## src/rtl/serial_pkg.sv

```systemverilog
// Shared definitions for the serial receive path: FSM states, frame size, line idle level.
// Latency: n/a (declarations only).
// Backpressure: n/a.
`timescale 1ns/1ps
package serial_pkg;

    typedef enum logic [2:0] {
        IDLE,
        START,
        DATA,
        STOP,
        BREAK
    } rx_state_t;

    localparam int   DATA_BITS = 8;
    // A UART-style line rests high between frames.
    localparam logic LINE_IDLE = 1'b1;

endpackage

```

## src/rtl/sync_2ff.sv

```systemverilog
// Two-flop synchroniser for a single asynchronous input bit, reset to a chosen level.
// Latency: 2 clk cycles from d to q.
// Backpressure: none; samples every cycle.
//
// Ports:
//   clk  - sampling clock
//   rst  - asynchronous active-high reset, loads RST_VAL into both flops
//   d    - asynchronous input
//   q    - synchronised output
`timescale 1ns/1ps
module sync_2ff #(
    parameter logic RST_VAL = 1'b0
) (
    input  logic clk,
    input  logic rst,
    input  logic d,
    output logic q
);

    logic meta;

    always_ff @(posedge clk or posedge rst) begin
        if (rst) begin
            meta <= RST_VAL;
            q    <= RST_VAL;
        end else begin
            meta <= d;
            q    <= meta;
        end
    end

endmodule

```

## src/rtl/serial_rx_sampler.sv

```systemverilog
// Oversampling 8N1 serial receiver with selectable input polarity and framing-error detection.
// Latency: data_valid/frame_err pulse 2+CLKS_PER_BIT/2+9*CLKS_PER_BIT edges after the start edge.
// Backpressure: none; a byte is presented for one cycle and must be taken then.
//
// Ports:
//   clk        - core clock, all state on rising edge
//   rst        - asynchronous active-high reset
//   rx_in      - raw serial line, asynchronous to clk
//   data_out   - last correctly framed byte (held until the next good frame)
//   data_valid - one-cycle pulse when data_out updates
//   frame_err  - one-cycle pulse when the stop bit samples low
//   busy       - high whenever the receiver is not idle
// CLKS_PER_BIT must be even and at least 4.
`timescale 1ns/1ps
module serial_rx_sampler
    import serial_pkg::*;
#(
    parameter int CLKS_PER_BIT = 16,
    parameter bit INVERT       = 1'b1
) (
    input  logic                 clk,
    input  logic                 rst,
    input  logic                 rx_in,
    output logic [DATA_BITS-1:0] data_out,
    output logic                 data_valid,
    output logic                 frame_err,
    output logic                 busy
);

    localparam int CW = $clog2(CLKS_PER_BIT);
    localparam int BW = $clog2(DATA_BITS);

    localparam logic [CW-1:0] CNT_MID  = CW'(CLKS_PER_BIT / 2 - 1);
    localparam logic [CW-1:0] CNT_END  = CW'(CLKS_PER_BIT - 1);
    localparam logic [BW-1:0] LAST_BIT = BW'(DATA_BITS - 1);

    logic                 rx_norm;
    logic                 rx_sync;
    rx_state_t            state;
    logic [CW-1:0]        cnt;
    logic [BW-1:0]        bit_idx;
    logic [DATA_BITS-1:0] shreg;

    // Polarity fix happens before synchronisation so the flops' reset value
    // matches the idle level seen by the FSM regardless of INVERT.
    assign rx_norm = rx_in ^ INVERT;

    sync_2ff #(
        .RST_VAL (LINE_IDLE)
    ) u_sync (
        .clk (clk),
        .rst (rst),
        .d   (rx_norm),
        .q   (rx_sync)
    );

    always_ff @(posedge clk or posedge rst) begin
        if (rst) begin
            state      <= IDLE;
            cnt        <= '0;
            bit_idx    <= '0;
            shreg      <= '0;
            data_out   <= '0;
            data_valid <= 1'b0;
            frame_err  <= 1'b0;
            busy       <= 1'b0;
        end else begin
            data_valid <= 1'b0;
            frame_err  <= 1'b0;
            cnt        <= cnt + 1'b1;

            case (state)
                IDLE: begin
                    if (rx_sync != LINE_IDLE) begin
                        state <= START;
                        cnt   <= '0;
                        busy  <= 1'b1;
                    end
                end

                START: begin
                    // Re-check the start bit at its midpoint; anything shorter
                    // than half a bit is treated as line noise.
                    if (cnt == CNT_MID) begin
                        cnt <= '0;
                        if (rx_sync != LINE_IDLE) begin
                            state   <= DATA;
                            bit_idx <= '0;
                        end else begin
                            state <= IDLE;
                            busy  <= 1'b0;
                        end
                    end
                end

                DATA: begin
                    // cnt was aligned to the start-bit midpoint, so a full bit
                    // period later lands on the middle of each data bit.
                    if (cnt == CNT_END) begin
                        cnt     <= '0;
                        shreg   <= {rx_sync, shreg[DATA_BITS-1:1]};
                        bit_idx <= bit_idx + 1'b1;
                        if (bit_idx == LAST_BIT) begin
                            state <= STOP;
                        end
                    end
                end

                STOP: begin
                    if (cnt == CNT_END) begin
                        cnt <= '0;
                        if (rx_sync == LINE_IDLE) begin
                            data_out   <= shreg;
                            data_valid <= 1'b1;
                            state      <= IDLE;
                            busy       <= 1'b0;
                        end else begin
                            frame_err <= 1'b1;
                            state     <= BREAK;
                        end
                    end
                end

                BREAK: begin
                    // Hold off start detection until the line has gone idle,
                    // so a held-low line does not spawn a stream of bad frames.
                    if (rx_sync == LINE_IDLE) begin
                        state <= IDLE;
                        cnt   <= '0;
                        busy  <= 1'b0;
                    end
                end

                default: begin
                    state <= IDLE;
                    cnt   <= '0;
                    busy  <= 1'b0;
                end
            endcase
        end
    end

endmodule

```

## config.mk

```make
export PLATFORM = sky130hd
export DESIGN_NAME = serial_rx_sampler
export DESIGN_NICKNAME = d
export VERILOG_FILES = /design/src/rtl/serial_pkg.sv /design/src/rtl/sync_2ff.sv /design/src/rtl/serial_rx_sampler.sv
export SDC_FILE = /design/constraint.sdc
export NUM_CORES = 1
export LEC_CHECK = 0
export CORE_MARGIN = 5
export CORE_UTILIZATION = 50
export CTS_BUF_LIST = sky130_fd_sc_hd__clkbuf_4 sky130_fd_sc_hd__clkbuf_8
export DETAILED_ROUTE_END_ITERATION = 16
export MAX_ROUTING_LAYER = met4
export PLACE_DENSITY = 0.7
export SLEW_MARGIN = 20
export SYNTH_ARGS = -nofsm -noshare
export SYNTH_HDL_FRONTEND = slang
export SYNTH_SLANG_ARGS = --single-unit
```

## constraint.sdc

```tcl
create_clock -name clk -period 3.8 [get_ports clk]
set_input_delay 0.38 -clock clk [delete_from_list [all_inputs] [get_ports clk]]
set_output_delay 0.38 -clock clk [all_outputs]
set_load 0.005 [all_outputs]
```

# ---- Yosys cells after proc, flatten, opt, wreduce, memory -nomap -nowiden
# Index checks and enable logic that the tools add are counted.
dict set report classes {
  n_eq_ne 14
  mux 29
  reduce_logical 8
  n_bitwise 2
  addsub 2
}
# op n
set op_table {}
lappend op_table {{$mux W3} 10}
lappend op_table {{$mux W4} 4}
lappend op_table {{$pmux W4 S4} 1}
lappend op_table {{$pmux W3 S5} 1}
lappend op_table {{$ne A2 B2 Y1 const B} 6}
lappend op_table {{$mux W1} 10}
lappend op_table {{$reduce_and A4 Y1} 2}
lappend op_table {{$eq A3 B2 Y1 const B} 2}
lappend op_table {{$eq A3 B3 Y1 const B} 2}
lappend op_table {{$pmux W3 S2} 1}
lappend op_table {{$reduce_and A6 Y1} 1}
lappend op_table {{$pmux W1 S5} 1}
lappend op_table {{$add A4 B1 Y4 const B} 1}
lappend op_table {{$eq A4 B3 Y1 const B} 1}
lappend op_table {{$eq A4 B4 Y1 const B} 1}
lappend op_table {{$add A3 B1 Y3 const B} 1}
lappend op_table {{$eq A3 B1 Y1 const B} 1}
lappend op_table {{$logic_not A3 Y1} 1}
lappend op_table {{$reduce_and A3 Y1} 1}
lappend op_table {{$mux W2} 1}
lappend op_table {{$ne A2 B1 Y1 const B} 1}
lappend op_table {{$not A1 Y1} 2}
lappend op_table {{$reduce_and A2 Y1} 1}
lappend op_table {{$reduce_bool A2 Y1} 1}
lappend op_table {{$reduce_or A2 Y1} 1}
dict set report totals {
  input_bits 3
  wordCells 65
  output_inout_bits 11
  regBits 31
}

# ---- Longest topological paths before layout
# Gate-level depths: netlist of the first run.
dict set report depth {
  word_depth 4
  depth_mapped 6
  ltp_nobuf 5
}

# ---- Hierarchy
# From an unflattened synthesis of the first run, not the netlist that was laid out.
dict set report hier_totals {
  hier_cells 123
  hier_area_um2 1362.6
}
# module area_per_inst_um2 instances cells_each
set modules_own_cells {}
lappend modules_own_cells {serial_rx_sampler 1306.3 1 120}
lappend modules_own_cells {sync_2ff 56.3 1 3}

# ---- Worst setup path before layout of the first run
# No wires, ideal clock.
dict set report synth_path {
  kind {flip-flop to flip-flop}
  start {register cnt[0]}
  end {register data_out[0]}
  path_slack_ns 2.286
  required_time_ns 3.675
  path_buffers 1
  synth_period_minus_slack_ns 1.514
  arrival_time_ns 1.390
  path_stages_with_launch 6
  path_cell_list {dfrtp_1 ha_1 and3_1 buf_6 nand4_4 mux2_2}
}
dict set report synth_between {
  elab_chain_cells 2
}
# item line
set synth_lines {}
lappend synth_lines {{start, declared} serial_rx_sampler.sv:40} ;# logic [CW-1:0] cnt;
lappend synth_lines {{start signal, assigned} serial_rx_sampler.sv:70} ;# cnt <= cnt + 1'b1;
lappend synth_lines {{$eq A4 B4 Y1} serial_rx_sampler.sv:110} ;# if (cnt == CNT_END) begin
lappend synth_lines {{$reduce_and A3 Y1 (no source line)} n/a}
lappend synth_lines {{end signal, assigned} serial_rx_sampler.sv:113} ;# data_out <= shreg;
lappend synth_lines {{end, declared} serial_rx_sampler.sv:24} ;# output logic [DATA_BITS-1:0] data_out,
# No other way between the ends.
# A chain may end at the register's enable or synchronous reset.

# ---- Worst setup path in the final report of the first run
dict set report layout_path {
  start {register cnt[0]}
  end {register bit_idx[0]}
}
dict set report layout_between {
  elab_chain_cells 3
  word_cells_on_any_way 5
  classes_between {eq/ne: 4; reduce/logical: 1}
}
# item line
set layout_lines {}
lappend layout_lines {{$eq A4 B4 Y1 or $eq A4 B3 Y1 (tied branches)} {serial_rx_sampler.sv:99, serial_rx_sampler.sv:84}}
lappend layout_lines {{$ne A2 B2 Y1 (no source line)} n/a}
lappend layout_lines {{$reduce_and A4 Y1 (no source line) *} n/a}
lappend layout_lines {{end signal, assigned} serial_rx_sampler.sv:102} ;# bit_idx <= bit_idx + 1'b1;
lappend layout_lines {{end, declared} serial_rx_sampler.sv:41} ;# logic [BW-1:0] bit_idx;
# Mark *: on every way between the ends. The rest lies on a longest branch, timed or not.

==> impl_metrics.toml, run 1 <==
[status]
status = "finished clean"

[routing]
dr.pass1.iters = 4
routed_wl_um = 2269
routed_via_density = 5.537
num_vias = 825
wl_per_cell_um = 15.23
ant_nets = 0
remaining_drc_errors = 0
drtIter0Drc = 23

[place]
place_area_um2 = 1523
dp_hpwl_um = 1563
place.gp.congestion = 0.7466
portBuffers = 13

[timing]
hold_viol = 0
rsz0062_at_grt = "false"
slew_headroom = 0.5839
tightestPinTransition_ns = 0.6232
clock_skew_ns = 0.007807
finalSetupTns_ns = 0
min_period_ns = 1.724
fmax_mhz = 580.0
maxSlewViolCount = 0
finalSetupViolations = 0
finalCritPeriodShare = 0.4537

[logic_synthesis]
ys_top_cells_by_area = "dfrtp_1 (51%), mux2_2 (13%), dfstp_2 (3.7%)"
yosysTopAreaCellShare = 0.5119
synth_edf_count = 0
synth_seq_cells = 31
yosysWarnings = 0
yosys.cell_types.count = 31
seq_area_frac_synth = 0.5490
yosysMostFrequentCell = "dfrtp_1"
synth_area_per_cell_um2 = 13.63
async_flop_share = 1.000
syn_nets = 110
yosysTopAreaCell = "dfrtp_1"
synth_flop_cell = "dfrtp_1"
synth_common_cells = "dfrtp_1 (29), mux2_2 (16), nor2_1 (7)"
syn_area_um2 = 1418
netlist_instances = 104

[power]
p_per_area_nw_per_um2 = 495.7
power_frac_clock = 0.246
switching_share = 0.3095
vdd_drop_max_uv = 340.6
p_sw_uw = 242.2
share_comb_of_total_power = 0.208
pwr-share-seq = 0.546
p_total_uw = 782.7
internal_power_uw = 540.5
p_leak_uw = 0.0007816

[cts]
cts_hold_buffers = 0
cts.htree.levels = 2
cts_resized = 0
cts_made_buffers = 5
cts.clk_slew.worst_paths_ns = 0.09
cts.sinks = 31
cts_tree = "built"
clk_latency_ns = 0.33
clk_root_buffer_cell = "clkbuf_4"
cts_setup_buffers = 0
ctsLongestPathBuffers = 2

[cells_and_area]
layout-drive-gt1-share = 0.2966
num_antenna_cells = 0
fin_area_um2 = 1579
nFillCells = 226
finalNetCount = 124
syn2layout_area_growth_pct = 11.39

[floorplanning]
rows = 19
die_y_um = 63.25
core-area_um2 = 2734
dieArea_um2 = 4000
ios = 14
die_w_um = 63.25
initial_utilization = 0.5185

[worst_hold_path]
min_path_type = "flip-flop to flip-flop"

[grt]
grt_pass1_wl_um = 3974
grt_overflow_total = 0
grt_use_total = 0.1359
grt_pass1_vias = 894
grt_max_degree = 32
antenna_found_initial = 0

[worst_setup_path]
path_max_fanout = 9
critPathLaunchType = "flip-flop"
worstSetupPathType = "flip-flop to flip-flop"
end_kind = "flip-flop"
cp.arrival_ns = 1.95
cp_data_required_time_ns = 4.03

[job]
drv_cap = 0
## worst max-delay path, stage by stage, from the launching register on
cell and delay (ns):
dfrtp_1 0.38, ha_1 0.22, and3_1 0.38, nand3b_4 0.21
o41a_4 0.17, mux2_4 0.27
## registers in the layout (all words and copies together) (netlist names)
signal / flops
bit_idx: 3
cnt: 4
u_sync.meta: 1
state: 3
data_valid: 1
data_out: 8
busy: 1
frame_err: 1
u_sync.q: 1
shreg: 8
## final timing paths
kind	from	endpoint	slack [ns]	cells past startpoint
min reg2reg	u_sync.meta	u_sync.q	0.36	0
max in group asynchronous	rst	cnt[0]	2.95	2
max	cnt[0]	bit_idx[0]	2.08	5
max reg2reg	cnt[0]	bit_idx[0]	2.08	5
min in group asynchronous	rst	frame_err	0.44	2
min	u_sync.meta	u_sync.q	0.36	0
## layer usage
| metal | share of wire | wire (um) | GRT usage | up-vias |
|---|---|---|---|---|
| met5 | 0 | 0 | - | - |
| met4 | 0.033 | 75 | 0.09351 | 0 |
| met3 | 0.049 | 112 | 0.05506 | 5 |
| met2 | 0.49 | 1112 | 0.2128 | 16 |
| met1 | 0.43 | 968 | 0.1379 | 408 |
| li1 | - | - | - | 396 |
## logic make-up after synthesis
kind of cell               synth area share
DFF                                  0.5490
muxes                                0.1377
buffers and inverters               0.05559
and+or+nand+nor                      0.1271
adders and majority gates           0.02648
xor gates and xnor gates            0.02472
AOI/OAI and AO/OA                   0.07944
## power groups by stage
| stage | logic (uW) | registers (uW) | clock network, uW |
|---|---|---|---|
| global route | 185 | 435 | 218 |
| finish | 163 | 427 | 193 |
| floorplan | 177 | 401 | 0 |
| detailed placement | 164 | 433 | 0 |
| CTS | 164 | 427 | 204 |
| global placement | 158 | 431 | 0 |
## cells in the final DEF, fill, tap and decap left out, types with 3 or more instances in the layout
cell type        synthesis  final
ha_1                     3      3
clkdlybuf4s50_1          0     13
nor2_1                   7      7
dfrtp_1                 29     29
nand2_1                  3      3
clkbuf_4                 0      5
inv_1                    4      3
nand3_1                  3      3
nor3_1                   3      3
xor2_1                   3      3
mux2_2                  16     16
## final cells by class
| cell class | instances | area [um^2] | area share |
|---|---|---|---|
| Multi-Input combinational cell | 63 | 560.5 | 0.3550 |
| Inverter | 4 | 15.01 | 0.009509 |
| Clock buffer | 6 | 51.30 | 0.03249 |
| Clock inverter | 1 | 5.005 | 0.003170 |
| Tap cell | 31 | 38.79 | 0.02456 |
| Timing Repair Buffer | 13 | 130.1 | 0.08241 |
| Sequential cell | 31 | 778.2 | 0.4929 |
## metrics by stage
step | setup WS (ns) | std cells | hold WS [ns] | utilization
floorplan | 2.286 | 104 | 0.3452 | -
global placement | 2.078 | 142 | 0.3456 | 0.5570
detailed placement | 2.041 | 142 | 0.3470 | 0.5570
CTS | 2.069 | 149 | 0.3601 | 0.5776
global route | 1.982 | 149 | 0.3686 | 0.5776
finish | 2.076 | 149 | 0.3586 | 0.5776
Note: power is estimated with default switching activity, not from simulation.
==> run 2, diff against run 1 <==
clock period = 1.6 ns   (was 3.8 ns; I/O delays follow)
==> run 2 against run 1 <==
Effect of this change: core utilization grew 3.6 points; sequential power grew 130%; non-clock buffer count grew 9; global-route usage grew 1.1 points; total power grew to 2.6 times the previous value; die area is the same; critical path type unchanged; largest power group unchanged; highest routed layer unchanged.
==> impl_metrics.toml, run 2 (synthesis gave the netlist of run 1 again) <==
[floorplanning]
rows = 19
die_y_um = 63.25
dieArea_um2 = 4000
die_w_um = 63.25
core-area_um2 = 2734
initial_utilization = 0.5185
ios = 14

[grt]
gr-max-usage-layer = "met2"
gr-usage-met1 = 0.1735
grt_pass1_wl_um = 4326
gr-usage-met3 = 0.05151
antenna_found_initial = 0
grt_pass1_vias = 906
grt_use_total = 0.1471
grtUsageMet2 = 0.2128
grt_overflow_total = 0
grt_max_degree = 32

[power]
vdd_drop_max_uv = 949.5
p_per_area_nw_per_um2 = 1214
p_total_uw = 2035
p_leak_uw = 0.0008324

[worst_setup_path]
path_max_fanout = 9
slowest_delay_ns = 0.39
worstSetupPathType = "flip-flop to flip-flop"
end_kind = "flip-flop"
cp_top_family = "simple AND/OR/NAND/NOR gates"
critPathLaunchType = "flip-flop"
worst_path_max_delay_cell = "dfrtp_1"
cp_data_required_time_ns = 1.82
worst-path-buf-inv = 0
cp.arrival_ns = 1.76
path_cells = "ha_1 > and3_2 > nand4_4 > mux2_2"

[place]
place.gp.congestion = 0.7932
dp_hpwl_um = 1724
portBuffers = 13

[worst_hold_path]
min_path_type = "primary input to async pin"

[job]
drv_cap = 0

[cts]
clk_root_buffer_cell = "clkbuf_4"
cts.sinks = 31
cts_tree = "built"
clk_latency_ns = 0.34
cts_setup_buffers = 0
cts.htree.levels = 2
cts.clk_slew.worst_paths_ns = 0.10
ctsLongestPathBuffers = 2
cts_made_buffers = 5

[routing]
drtIter0Drc = 49
wl_per_cell_um = 15.23
remaining_drc_errors = 0
num_vias = 872
routed_wl_um = 2422
dr.pass1.iters = 4
routed_via_density = 5.484
ant_nets = 0

[timing]
rsz0062_at_grt = "false"
maxSlewViolCount = 0
finalSetupViolations = 0
tightestPinTransition_ns = 0.4613
hold_viol = 0
finalCritPeriodShare = 0.9581
fmax_mhz = 652.3
slew_headroom = 0.6925
clock_skew_ns = 0.01090
min_period_ns = 1.533
holdWs_ns = 0.1818

[cells_and_area]
layout-drive-gt1-share = 0.3672
mostFrequentLayoutCells = "dfrtp_1 (29), mux2_2 (16), clkdlybuf4s50_1 (13)"
finalNetCount = 133
num_antenna_cells = 0
syn2layout_area_growth_pct = 18.27
layout_commonest_cell = "dfrtp_1"
top_regs = "data_out x8, shreg x8, cnt x4"

[status]
status = "finished clean"
[run 2: what timing repair did]
| item | in CTS | in global routing |
|---|---|---|
| gates resized for setup | 1 | 2 |
| setup endpoints to repair | 1 | 4 |
| hold buffers | 0 | 0 |
[run 2: power breakdown]
part	total, uW	leakage (uW)	switching, uW	internal [uW]
Sequential	988	0.000409	113	875
Clock	534	0.0000375	277	257
Combinational	513	0.000386	238	276
Total	2030	0.000832	627	1410
[run 2: layer usage]
metal	routed length, um	part of all wire
met4	75	0.031
met2	1178	0.49
met3	94	0.039
met1	1073	0.44
met5	0	0
[run 2: tightest hold or removal path: stages]
cell	delay (ns)
clkdlybuf4s50_1	0.39
inv_1	0.05
buf_4	0.34
[run 2: cell type report]
class	count	area, um^2
Inverter	4	15.01
Multi-Input combinational cell	63	574.3
Timing Repair Buffer	22	197.7
Sequential cell	31	778.2
Fill cell	240	1057
Clock buffer	7	65.06
Tap cell	31	38.79
Clock inverter	1	7.507
[run 2: worst paths after layout]
kind	from	end	slack, ns	cells after the start
setup / recovery	cnt[0]	data_out[5]	0.07	4
hold / removal	rst	state[0]	0.18	3
setup reg to reg	cnt[0]	data_out[5]	0.07	4
hold reg to reg	u_sync.meta	u_sync.q	0.36	0
max in group asynchronous	rst	u_sync.q	1.09	3
min in group clk	rx_in	u_sync.meta	0.31	2
[run 2: per-stage QoR]
stage / cells / setup TNS [ns] / cell area (um^2) / util / worst slack (ns)
detailed placement: 151 / -0.001954 / 1590 / 0.5817 / -0.001954
finish: 159 / 0 / 1677 / 0.6133 / 0.06696
CTS: 159 / 0 / 1664 / 0.6087 / 0.04795
global placement: 151 / 0 / 1590 / 0.5817 / 0.05861
floorplan: 104 / 0 / 1418 / - / 0.08577
global route: 159 / 0 / 1677 / 0.6133 / 0.0001465
==> run 3, diff against run 2 <==
CORE_ASPECT_RATIO = 1.4   (was unset)
CTS_CLUSTER_DIAMETER = 120   (was unset)
==> run 3 against run 2 <==
Effect of this change: worst hold slack gained 0.064 ns; clock-buffer cell count grew 1; design area grew 1.6%; combinational power shrank 4.5%; clock power grew 18%; clock skew shrank 0.0066 ns; critical path type unchanged; non-clock buffer count is the same; critical endpoint is now bit_idx[0]; largest cell class unchanged; maximum frequency shrank 1.6%; wire length grew 3.1%; global-route usage grew 1.3 points; setup slack lost 0.025 ns; die area grew 0.38%.
==> impl_metrics.toml, run 3 (synthesis gave the netlist of run 1 again) <==
[grt]
grt_use_total = 0.1599
antenna_found_initial = 0
grt_pass1_wl_um = 4298
grt_pass1_vias = 926
grt_max_degree = 32
grt_overflow_total = 0

[worst_setup_path]
path_max_fanout = 4
cp.arrival_ns = 1.72
worstSetupPathType = "flip-flop to flip-flop"
worst_path_max_delay_cell = "dfrtp_1"
crit_start = "cnt[0]"
worst-path-buf-inv = 0
slowest_delay_ns = 0.40
rr_startpoint = "cnt[0]"
r2r-end = "bit_idx[0]"
end_kind = "flip-flop"
critPathLaunchType = "flip-flop"
reg2regPathDepth = 5
path_cells = "ha_4 > and2_4 > nand3b_4 > o41a_4 > mux2_4"
cp_top_family = "flip-flops"
cp_data_required_time_ns = 1.77
regToRegSetupSlack_ns = 0.04

[timing]
hold_viol = 0
tightestPinTransition_ns = 0.4382
finalSetupViolations = 0
finalCritPeriodShare = 0.9737
slew_headroom = 0.7079
rsz0062_at_grt = "true"
fmax_mhz = 641.9
min_period_ns = 1.558
holdWs_ns = 0.2454
maxSlewViolCount = 0
clock_skew_ns = 0.004328

[floorplanning]
die_y_um = 73
ios = 14
rows = 23
die_w_um = 55
initial_utilization = 0.5078
core-area_um2 = 2791
dieArea_um2 = 4015

[routing]
drtIter0Drc = 45
num_vias = 881
routed_via_density = 5.339
dr.pass1.iters = 2
wl_per_cell_um = 15.14
remaining_drc_errors = 0
routed_wl_um = 2498
ant_nets = 0

[job]
drv_cap = 0

[power]
vdd_drop_max_uv = 689.6
p_leak_uw = 0.0008430
p_per_area_nw_per_um2 = 1253

[cells_and_area]
num_antenna_cells = 0
finalNetCount = 133
layout-drive-gt1-share = 0.3594
top_regs = "data_out x8, shreg x8, cnt x4"
mostFrequentLayoutCells = "dfrtp_1 (29), mux2_2 (16), clkdlybuf4s50_1 (13)"
syn2layout_area_growth_pct = 20.12
nFillCells = 229
layout_commonest_cell = "dfrtp_1"
fin_util = 0.6100

[cts]
cts_tree = "built"
cts.htree.levels = 2
cts.clk_slew.worst_paths_ns = 0.06
cts_made_buffers = 5
cts.sinks = 31
clk_root_buffer_cell = "clkbuf_8"
clk_latency_ns = 0.28
ctsLongestPathBuffers = 2

[worst_hold_path]
min_path_type = "primary input to async pin"

[place]
dp_hpwl_um = 1743
portBuffers = 13
place.gp.congestion = 0.8692

[status]
status = "finished clean"
run 3: cell types whose count changed in the layout (fill, tap and decap cells not counted), sizes merged:
cell,before,now
clkinvlp,1,0
clkbuf,7,8
run 3: cell type report:
cell class	count	area (um^2)	area share
sequential	31	778.2	0.4570
clock buffer	8	91.34	0.05364
tap	37	46.29	0.02719
multi-input combinational	63	574.3	0.3373
timing repair buffer	22	197.7	0.1161
inverter	4	15.01	0.008817
run 3: power breakdown:
group / internal, uW / switching [uW]
Sequential: 877 / 138
Clock: 359 / 271
Combinational: 269 / 221
Total: 1500 / 630
run 3: worst min-delay path: cells and delay by family:
family	cells	cell delay, ns
buffers and inverters	3	0.78
run 3: timing repair:
item	4_1_cts	5_1_grt
pin swaps	0	1
endpoints found under the setup margin	1	15
hold buffers	0	0
gates resized for setup	1	2
buffers inserted	0	1
run 3: metrics by stage:
| stage | TNS [ns] | cell area [um^2] | worst slack [ns] | power (uW) | cells |
|---|---|---|---|---|---|
| 3_5_place_dp | -0.01591 | 1590 | -0.01591 | 1473 | 156 |
| 5_1_grt | -0.01273 | 1703 | -0.01273 | 2263 | 165 |
| 4_1_cts | 0 | 1683 | 0.01045 | 2114 | 164 |
| 6_report | 0 | 1703 | 0.04208 | 2134 | 165 |
| 3_3_place_gp | 0 | 1590 | 0.03120 | 1452 | 156 |
| 2_1_floorplan | 0 | 1418 | 0.08577 | 1373 | 104 |
run 3: how the worst max path moves through the flow:
stage	end	slack [ns]	cells past startpoint
global placement	bit_idx[0]	0.03	5
floorplan	data_out[0]	0.09	5
CTS	bit_idx[0]	0.01	5
global route	bit_idx[0]	-0.01	5
detailed placement	bit_idx[0]	-0.02	5
finish	bit_idx[0]	0.04	5
run 3: metal layers:
layer / routed length (um) / up-vias / global-route usage / share of wire
met5: 0 / - / - / 0
met4: 106 / 0 / 0.1135 / 0.042
met3: 104 / 10 / 0.05317 / 0.042
met2: 1254 / 13 / 0.2316 / 0.50
met1: 1033 / 444 / 0.1798 / 0.41
li1: - / 414 / - / -
